===== config.mk =====
export PLATFORM = sky130hd
export DESIGN_NAME = param_datapath_flat
export DESIGN_NICKNAME = d
export VERILOG_FILES = /design/src/rtl/param_datapath_if.sv /design/src/rtl/param_datapath.sv /design/src/flat_wrapper.sv
export SDC_FILE = /design/constraint.sdc
export NUM_CORES = 2
export LEC_CHECK = 0
export ABC_CLOCK_PERIOD_IN_PS = 7350
export CAP_MARGIN = 0
export CORE_MARGIN = 2
export CORE_UTILIZATION = 37
export DETAILED_ROUTE_END_ITERATION = 16
export MAX_ROUTING_LAYER = met4
export PLACE_DENSITY = 0.49
export SYNTH_ARGS = -nofsm -noshare
export SYNTH_HDL_FRONTEND = slang
export SYNTH_SLANG_ARGS = --single-unit

===== constraint.sdc =====
create_clock -name clk -period 7.35 [get_ports clk]
set_clock_uncertainty 0.1 [all_clocks]
set_input_delay 1.47 -clock clk [delete_from_list [all_inputs] [get_ports clk]]
set_output_delay 1.47 -clock clk [all_outputs]
set_load 0.01 [all_outputs]

===== src/rtl/param_datapath_if.sv =====
// Purpose: bundles the decoder-facing control/data bus and the status outputs of param_datapath.
// Latency: none, wires only.
// Backpressure: busy tells the decoder to hold off; anything it presents while busy=1 is dropped.
// Ports: op/A/B/C/D/Y1/Y2/write/const_c/constant/pc_inc/copy_select are driven by the master.
//        copy_out/busy/done/zero_flag/carry_flag are driven by the datapath (slave).
interface param_datapath_if #(
    parameter int WIDTH = 32,
    parameter int NREGS = 16
);
    localparam int AW = $clog2(NREGS);

    logic [2:0]       op;
    logic [AW-1:0]    A;
    logic [AW-1:0]    B;
    logic [AW-1:0]    C;
    logic [AW-1:0]    D;
    logic [AW-1:0]    Y1;
    logic [AW-1:0]    Y2;
    logic [1:0]       write;
    logic             const_c;
    logic [WIDTH-1:0] constant;
    logic             pc_inc;
    logic [AW-1:0]    copy_select;
    logic [WIDTH-1:0] copy_out;
    logic             busy;
    logic             done;
    logic             zero_flag;
    logic             carry_flag;

    modport master (
        output op, A, B, C, D, Y1, Y2, write, const_c, constant, pc_inc, copy_select,
        input  copy_out, busy, done, zero_flag, carry_flag
    );

    modport slave (
        input  op, A, B, C, D, Y1, Y2, write, const_c, constant, pc_inc, copy_select,
        output copy_out, busy, done, zero_flag, carry_flag
    );
endinterface


===== src/rtl/param_datapath.sv =====
// Purpose: NREGS x WIDTH register file with two ALU write lanes, constant injection, PC auto-increment
//          and an iterative shift-add multiplier (one multiplier bit per cycle).
// Latency: single-cycle ops commit on the edge they are presented; multiply commits WIDTH edges after acceptance.
// Backpressure: busy=1 while multiplying; decoder inputs (except pc_inc/copy_select) are ignored then.
// Ports: clk, rst_n (async active-low); dp = slave side of param_datapath_if.
module param_datapath #(
    parameter int WIDTH    = 32,
    parameter int NREGS    = 16,
    parameter int PC_REG   = NREGS - 1,
    parameter int PC_STEP  = 4,
    parameter int ZERO_REG = 1
) (
    input  logic               clk,
    input  logic               rst_n,
    param_datapath_if.slave    dp
);
    localparam int AW = $clog2(NREGS);
    localparam int SW = $clog2(WIDTH);   // shift-amount field width
    localparam int CW = $clog2(WIDTH);   // multiplier step counter width, covers 0..WIDTH-1

    localparam logic [2:0] OP_ADD = 3'b000;
    localparam logic [2:0] OP_SUB = 3'b001;
    localparam logic [2:0] OP_AND = 3'b010;
    localparam logic [2:0] OP_OR  = 3'b011;
    localparam logic [2:0] OP_XOR = 3'b100;
    localparam logic [2:0] OP_SHL = 3'b101;
    localparam logic [2:0] OP_SHR = 3'b110;
    localparam logic [2:0] OP_MUL = 3'b111;

    typedef enum logic [1:0] {
        S_IDLE   = 2'd0,
        S_MUL    = 2'd1,
        S_COMMIT = 2'd2
    } state_t;

    // Single-cycle ALU; bit WIDTH carries the add carry / sub borrow, zero for the other ops.
    function automatic logic [WIDTH:0] alu(input logic [2:0] f,
                                           input logic [WIDTH-1:0] a,
                                           input logic [WIDTH-1:0] b);
        logic [WIDTH:0] r;
        r = '0;
        case (f)
            OP_ADD:  r = {1'b0, a} + {1'b0, b};
            OP_SUB:  r = {1'b0, a} - {1'b0, b};
            OP_AND:  r = {1'b0, a & b};
            OP_OR:   r = {1'b0, a | b};
            OP_XOR:  r = {1'b0, a ^ b};
            OP_SHL:  r = {1'b0, a << b[SW-1:0]};
            OP_SHR:  r = {1'b0, a >> b[SW-1:0]};
            default: r = '0;
        endcase
        return r;
    endfunction

    // Register 0 is hard-wired to zero on the read side when ZERO_REG is set.
    function automatic logic [WIDTH-1:0] zmask(input logic [AW-1:0] addr,
                                               input logic [WIDTH-1:0] val);
        return (ZERO_REG != 0 && addr == '0) ? '0 : val;
    endfunction

    // State
    logic [WIDTH-1:0]   regs_q [NREGS];
    logic [WIDTH-1:0]   regs_d [NREGS];
    state_t             state_q, state_d;
    logic [WIDTH-1:0]   mcand_q, mcand_d;
    logic [2*WIDTH-1:0] prod_q, prod_d;
    logic [CW-1:0]      cnt_q, cnt_d;
    logic [AW-1:0]      my1_q, my1_d;
    logic [AW-1:0]      my2_q, my2_d;
    logic [1:0]         mwr_q, mwr_d;
    logic               zf_q, zf_d;
    logic               cf_q, cf_d;

    // Operand reads
    logic [WIDTH-1:0] ra, rb, rc, rd;
    assign ra = zmask(dp.A, regs_q[dp.A]);
    assign rb = zmask(dp.B, regs_q[dp.B]);
    assign rc = zmask(dp.C, regs_q[dp.C]);
    assign rd = zmask(dp.D, regs_q[dp.D]);
    assign dp.copy_out = zmask(dp.copy_select, regs_q[dp.copy_select]);

    // Lane results
    logic [WIDTH:0]   alu0, alu1;
    logic [WIDTH-1:0] r0;
    logic             c0;
    assign alu0 = alu(dp.op, ra, rc);
    assign alu1 = alu(dp.op, rb, rd);
    assign r0   = dp.const_c ? dp.constant : alu0[WIDTH-1:0];
    assign c0   = dp.const_c ? 1'b0 : alu0[WIDTH];

    // Op 111 never produces a single-cycle result: it either starts the multiplier
    // (lane 0 only, unless const_c overrides lane 0) or lane 1 simply does not write.
    logic start_mul, lane0_en, lane1_en;
    assign start_mul = (dp.op == OP_MUL) && !dp.const_c && (dp.write != 2'b00);
    assign lane0_en  = dp.write[0] && (dp.const_c || dp.op != OP_MUL);
    assign lane1_en  = dp.write[1] && (dp.op != OP_MUL);

    // One shift-add step: add the multiplicand into the upper half when the current
    // multiplier bit (LSB of prod) is set, then shift the whole product right.
    logic [WIDTH:0]     step_sum;
    logic [2*WIDTH-1:0] p_step;
    assign step_sum = {1'b0, prod_q[2*WIDTH-1:WIDTH]} + (prod_q[0] ? {1'b0, mcand_q} : '0);
    assign p_step   = {step_sum, prod_q[WIDTH-1:1]};

    // Effective write ports for this cycle (either decoder lanes or the multiply commit)
    logic             wr0, wr1;
    logic [AW-1:0]    a0, a1;
    logic [WIDTH-1:0] d0, d1;
    logic             cy0;

    // FSM next-state and write-port selection
    always_comb begin
        state_d = state_q;
        mcand_d = mcand_q;
        prod_d  = prod_q;
        cnt_d   = cnt_q;
        my1_d   = my1_q;
        my2_d   = my2_q;
        mwr_d   = mwr_q;
        wr0     = 1'b0;
        wr1     = 1'b0;
        a0      = dp.Y1;
        a1      = dp.Y2;
        d0      = r0;
        d1      = alu1[WIDTH-1:0];
        cy0     = c0;

        case (state_q)
            // COMMIT only exists to raise done; the datapath already accepts new ops in it.
            S_IDLE, S_COMMIT: begin
                state_d = S_IDLE;
                if (start_mul) begin
                    state_d = S_MUL;
                    mcand_d = ra;
                    prod_d  = {{WIDTH{1'b0}}, rc};
                    cnt_d   = '0;
                    my1_d   = dp.Y1;
                    my2_d   = dp.Y2;
                    mwr_d   = dp.write;
                end else begin
                    wr0 = lane0_en;
                    wr1 = lane1_en;
                end
            end
            S_MUL: begin
                prod_d = p_step;
                cnt_d  = cnt_q + CW'(1);
                // Last multiplier bit: the product is complete this edge, write it straight away.
                if (cnt_q == CW'(WIDTH - 1)) begin
                    state_d = S_COMMIT;
                    wr0     = mwr_q[0];
                    wr1     = mwr_q[1];
                    a0      = my1_q;
                    a1      = my2_q;
                    d0      = p_step[WIDTH-1:0];
                    d1      = p_step[2*WIDTH-1:WIDTH];
                    cy0     = 1'b0;
                end
            end
            default: state_d = S_IDLE;
        endcase
    end

    // Register-file next state: later assignments win, giving lane 1 > lane 0 > pc_inc.
    always_comb begin
        for (int i = 0; i < NREGS; i++) begin
            regs_d[i] = regs_q[i];
            if (dp.pc_inc && i == PC_REG) begin
                regs_d[i] = regs_q[i] + WIDTH'(PC_STEP);
            end
            if (wr0 && a0 == AW'(i)) begin
                regs_d[i] = d0;
            end
            if (wr1 && a1 == AW'(i)) begin
                regs_d[i] = d1;
            end
            if (ZERO_REG != 0 && i == 0) begin
                regs_d[i] = '0;
            end
        end
    end

    // Flags track the lane-0 result whenever lane 0 writes.
    always_comb begin
        zf_d = zf_q;
        cf_d = cf_q;
        if (wr0) begin
            zf_d = (d0 == '0);
            cf_d = cy0;
        end
    end

    always_ff @(posedge clk or negedge rst_n) begin
        if (!rst_n) begin
            for (int i = 0; i < NREGS; i++) begin
                regs_q[i] <= '0;
            end
            state_q <= S_IDLE;
            mcand_q <= '0;
            prod_q  <= '0;
            cnt_q   <= '0;
            my1_q   <= '0;
            my2_q   <= '0;
            mwr_q   <= '0;
            zf_q    <= 1'b0;
            cf_q    <= 1'b0;
        end else begin
            for (int i = 0; i < NREGS; i++) begin
                regs_q[i] <= regs_d[i];
            end
            state_q <= state_d;
            mcand_q <= mcand_d;
            prod_q  <= prod_d;
            cnt_q   <= cnt_d;
            my1_q   <= my1_d;
            my2_q   <= my2_d;
            mwr_q   <= mwr_d;
            zf_q    <= zf_d;
            cf_q    <= cf_d;
        end
    end

    assign dp.busy       = (state_q == S_MUL);
    assign dp.done       = (state_q == S_COMMIT);
    assign dp.zero_flag  = zf_q;
    assign dp.carry_flag = cf_q;

endmodule


===== src/flat_wrapper.sv =====
// flat-port wrapper written by rule: the top's interface ports become plain ports
module param_datapath_flat 
#(
    parameter int WIDTH    = 32,
    parameter int NREGS    = 16,
    parameter int PC_REG   = NREGS - 1,
    parameter int PC_STEP  = 4,
    parameter int ZERO_REG = 1
)
  (clk, rst_n, dp_op, dp_A, dp_B, dp_C, dp_D, dp_Y1, dp_Y2, dp_write, dp_const_c, dp_constant, dp_pc_inc, dp_copy_select, dp_copy_out, dp_busy, dp_done, dp_zero_flag, dp_carry_flag);
  param_datapath_if #(.WIDTH(WIDTH), .NREGS(NREGS)) dp_i ();
  input  logic clk;
  input  logic rst_n;
  input wire logic [$bits(dp_i.op)-1:0] dp_op;
  input wire logic [$bits(dp_i.A)-1:0] dp_A;
  input wire logic [$bits(dp_i.B)-1:0] dp_B;
  input wire logic [$bits(dp_i.C)-1:0] dp_C;
  input wire logic [$bits(dp_i.D)-1:0] dp_D;
  input wire logic [$bits(dp_i.Y1)-1:0] dp_Y1;
  input wire logic [$bits(dp_i.Y2)-1:0] dp_Y2;
  input wire logic [$bits(dp_i.write)-1:0] dp_write;
  input wire logic [$bits(dp_i.const_c)-1:0] dp_const_c;
  input wire logic [$bits(dp_i.constant)-1:0] dp_constant;
  input wire logic [$bits(dp_i.pc_inc)-1:0] dp_pc_inc;
  input wire logic [$bits(dp_i.copy_select)-1:0] dp_copy_select;
  output wire logic [$bits(dp_i.copy_out)-1:0] dp_copy_out;
  output wire logic [$bits(dp_i.busy)-1:0] dp_busy;
  output wire logic [$bits(dp_i.done)-1:0] dp_done;
  output wire logic [$bits(dp_i.zero_flag)-1:0] dp_zero_flag;
  output wire logic [$bits(dp_i.carry_flag)-1:0] dp_carry_flag;
  assign dp_i.op = dp_op;
  assign dp_i.A = dp_A;
  assign dp_i.B = dp_B;
  assign dp_i.C = dp_C;
  assign dp_i.D = dp_D;
  assign dp_i.Y1 = dp_Y1;
  assign dp_i.Y2 = dp_Y2;
  assign dp_i.write = dp_write;
  assign dp_i.const_c = dp_const_c;
  assign dp_i.constant = dp_constant;
  assign dp_i.pc_inc = dp_pc_inc;
  assign dp_i.copy_select = dp_copy_select;
  assign dp_copy_out = dp_i.copy_out;
  assign dp_busy = dp_i.busy;
  assign dp_done = dp_i.done;
  assign dp_zero_flag = dp_i.zero_flag;
  assign dp_carry_flag = dp_i.carry_flag;
  param_datapath #(.WIDTH(WIDTH), .NREGS(NREGS), .PC_REG(PC_REG), .PC_STEP(PC_STEP), .ZERO_REG(ZERO_REG)) u_core (.clk(clk), .rst_n(rst_n), .dp(dp_i));
endmodule

==> flow_metrics.env <==
export IMPL_status="completed"
export IMPL_first_iter_violations=9349
export IMPL_grt_pass1_vias=63780
export IMPL_worst_setup_path_end_kind="register"
export IMPL_worstPathArrival_ns=7.57
export IMPL_syn_area_per_cell_sq_um=8.872
export IMPL_grt_overflow=0
export IMPL_synth_mux_area_frac=0.2904
export IMPL_count_of_flip_flops_with_a_built_in_enable_after_synthesis=0
export IMPL_via_count=68130
export IMPL_cpLargestDelayFamily="compound AO/OA/AOI/OAI gates"
export IMPL_synth_commonest_cells="1061 x nand2_1, 595 x dfrtp_1, 565 x o21ai_0, 537 x mux4_2, 533 x nor2_1"
export IMPL_reported_max_cap_violation_count=0
export IMPL_timing_critical_path_slowest_stage_cell="mux4_2"
export IMPL_gr_usage_all_layers=0.4358
export IMPL_worst_setup_hold_path_clk_slew_ns=0.05
export IMPL_synth_fp_nets=7508
export IMPL_grt_pass1_wl_um=522900
export IMPL_pre_cts_ws_ns=-0.9966
export IMPL_place_detailed_hpwl_um=275400
export IMPL_postSynth_topFlopCell="dfrtp_1"
export IMPL_rsz0062_at_grt="no"
export IMPL_synth_top_cells_by_area="dfrtp_1 23%, mux4_2 19%, nand2_1 6.2%, mux2i_1 5.7%, ha_1 4.5%"
export IMPL_cts_htree_levels=3
export IMPL_core_box_area_sq_um=171500
export IMPL_placement_io_buffers=104
export IMPL_critPathRequiredTime_ns=7.81
export IMPL_largest_family_of_logic_cells_by_synthesized_area="multiplexers"
export IMPL_nets=7908
export IMPL_min_path_type="reg -> reg"
export IMPL_synth_area_leader="dfrtp_1"
export IMPL_io_pin_count=105
export IMPL_std_cell_rows=152
export IMPL_timing_final_crit_share=0.9669
export IMPL_irDropWorstVdd_v=0.0003265
export IMPL_cts_hold_repair_buffers=0
export IMPL_worstMarginPinSlew_ns=1.346
export IMPL_number_of_distinct_library_cells_after_synthesis=93
export IMPL_ys_async_sr_fraction=1.000
export IMPL_hold_violations=0
export IMPL_cp_num_buf_inv=5
export IMPL_antenna_found_initial=31
export IMPL_critPathLaunchType="primary input"
export IMPL_synth_cell_area_sq_um=63930
export IMPL_clockBufferDepth=3
export IMPL_timing_critical_path_mode_cell="buf_4"
export IMPL_cts_tree="yes"
export IMPL_power_leakage_uw=0.03225
export IMPL_drtPass1Iterations=9
export IMPL_power_density_nw_per_um2=459.1
export IMPL_yosys_cell_count_top_type="nand2_1"
export IMPL_via_per_inst=6.804
export IMPL_achievable_frequency_mhz=140.7
export IMPL_numCtsBuffers=81
export IMPL_yosys_top_cell_area_share=0.2329
export IMPL_fin_crit_ns=7.106
export IMPL_setup_viol=0
export IMPL_drt_drc_violations_left=0
export IMPL_fill_cells=16980
export IMPL_die_height_um=419.7
export IMPL_timing_max_transition_violations_final=0
export IMPL_p_total_uw=34950
export IMPL_synth_seq_cells=595
export IMPL_area_of_the_die_sq_um=176100
export IMPL_detail_route_antenna_nets=0
export IMPL_critical_path_peak_fanout=15
export IMPL_total_of_warnings_raised_by_yosys=0
export IMPL_critPathKind="in -> reg"
export IMPL_max_slew_margin=0.1029
export IMPL_synthesis_instances=7206
export IMPL_drt_wl_total_um=379200
export IMPL_place_gp_congestion=1.057
export IMPL_grt_start_max_net_pins=148
export IMPL_synth_seq_area_share=0.2329
export IMPL_worstSkewPairLatency_ns=0.78
export IMPL_compound_gate_portion_of_the_synthesized_area=0.2052
export IMPL_die_w_um=419.7
export IMPL_worst_path_largest_cell_delay_ns=0.52
export IMPL_cts_sink_count=595
export IMPL_area_share_of_and_or_nand_nor_cells_after_synthesis=0.1490
export IMPL_start_util=0.3727
export IMPL_cts_root_buf="clkbuf_16"
export IMPL_synth_adder_area_share=0.04595
export IMPL_syn2layout_area_growth_pct=19.09
export IMPL_layout_drive_gt1_share=0.2634
export IMPL_postLayoutSetupSlackWorst_ns=0.2436
export IMPL_synth_xor_xnor_area_share=0.02137
export IMPL_routed_wire_length_per_instance_um=37.87
## sequential cells by signal (all words and copies together), names as in the netlist
| signal | count |
|---|---|
| u_core.cnt_q | 5 |
| u_core.dp.carry_flag | 1 |
| u_core.dp.zero_flag | 1 |
| u_core.mcand_q | 32 |
| u_core.mwr_q | 2 |
| u_core.my1_q | 4 |
| u_core.my2_q | 4 |
| u_core.prod_q | 64 |
| u_core.regs_q | 480 |
| u_core.state_q | 2 |
## worst reg2reg max path: cells and delay by family (launching register included)
kind                     cells  cell delay [ns]
multiplexers                 2             0.75
XOR/XNOR                     2             0.36
buffers and inverters        4             0.78
AO/OA/AOI/OAI               11             2.03
flip-flops                   1             0.48
adder cells (fa/ha/maj)      1             0.35
AND/OR/NAND/NOR              9             1.51
## kinds of logic (layout without fill, tap and decap cells)
kind of cell	count (synthesis)	after routing
other cells	0	34
xor+xnor	156	156
flops	595	595
compound gates	2029	2029
mux	1143	1143
simple gates	2191	2191
buf+inv	859	1323
fa+ha+maj	233	233
## placed cells by master (no fill, tap or decap), drive strengths merged, types with 63 or more instances in the layout
master,n
buf,892
mux4,537
and3,112
dfrtp,595
o21ai,575
a21oi,454
clkbuf,113
inv,194
nand2,1062
nand3,129
o211ai,70
nor2b,63
a22oi,125
nor2,533
a31oi,125
nor3,76
clkdlybuf4s50,83
ha,230
a211oi,109
mux2i,376
and2,71
a221oi,84
mux2,230
xnor2,106
a22o,95
## final cells by class
type / instances / area, sq um / share of cell area
Antenna cell: 34 / 85.08 / 0.001118
Clock buffer: 109 / 2292 / 0.03011
Clock inverter: 38 / 504.2 / 0.006623
Inverter: 197 / 747.0 / 0.009811
Multi-Input combinational cell: 5752 / 46100 / 0.6055
Sequential cell: 595 / 14890 / 0.1956
Tap cell: 2310 / 2890 / 0.03796
Timing Repair Buffer: 979 / 8628 / 0.1133
## per-layer routing
metal,global-route usage,up-vias,wire length (um)
met1,0.5374,34240,144200
met2,0.6266,4826,162600
met5,-,-,0
met4,0.2653,0,27590
li1,-,27920,-
met3,0.1284,1144,44810
## metrics by stage
| step | utilization | instance area (sq um) | instances | hold WS, ns | TNS, ns |
|---|---|---|---|---|---|
| floorplan | - | 64020 | 7206 | 0.3418 | -0.1083 |
| global placement | 0.4266 | 73190 | 9832 | 0.3581 | -49.61 |
| detailed placement | 0.4266 | 73190 | 9832 | 0.3617 | -63.02 |
| CTS | 0.4429 | 75980 | 9979 | 0.3736 | 0 |
| global route | 0.4437 | 76110 | 10010 | 0.3941 | 0 |
| finish | 0.4438 | 76130 | 10010 | 0.3716 | 0 |
## path summary, 6_finish.rpt
| path | start | endpoint | slack, ns | cells after the start |
|---|---|---|---|---|
| worst max-delay path | dp_C[1] | u_core.regs_q[217] | 0.24 | 30 |
| worst min-delay path | u_core.mcand_q[31] | u_core.mcand_q[31] | 0.37 | 2 |
| worst max register to register | u_core.regs_q[292] | u_core.regs_q[217] | 0.78 | 29 |
| worst min register to register | u_core.mcand_q[31] | u_core.mcand_q[31] | 0.37 | 2 |
| max in group asynchronous | rst_n | u_core.regs_q[98] | 4.88 | 3 |
| min in group asynchronous | rst_n | u_core.prod_q[40] | 0.61 | 1 |
## timing repair
item                       4_1_cts  5_1_grt
setup endpoints to repair       11       91
gates resized for setup          1       12
buffers inserted                 0        1
## where the power goes
group / switching, uW / total, uW / internal (uW)
logic: 12800 / 22900 / 10100
clock network: 1880 / 4340 / 2460
registers: 2910 / 7680 / 4780
total: 17600 / 35000 / 17300
No activity file was read; power rests on OpenSTA's default activity.
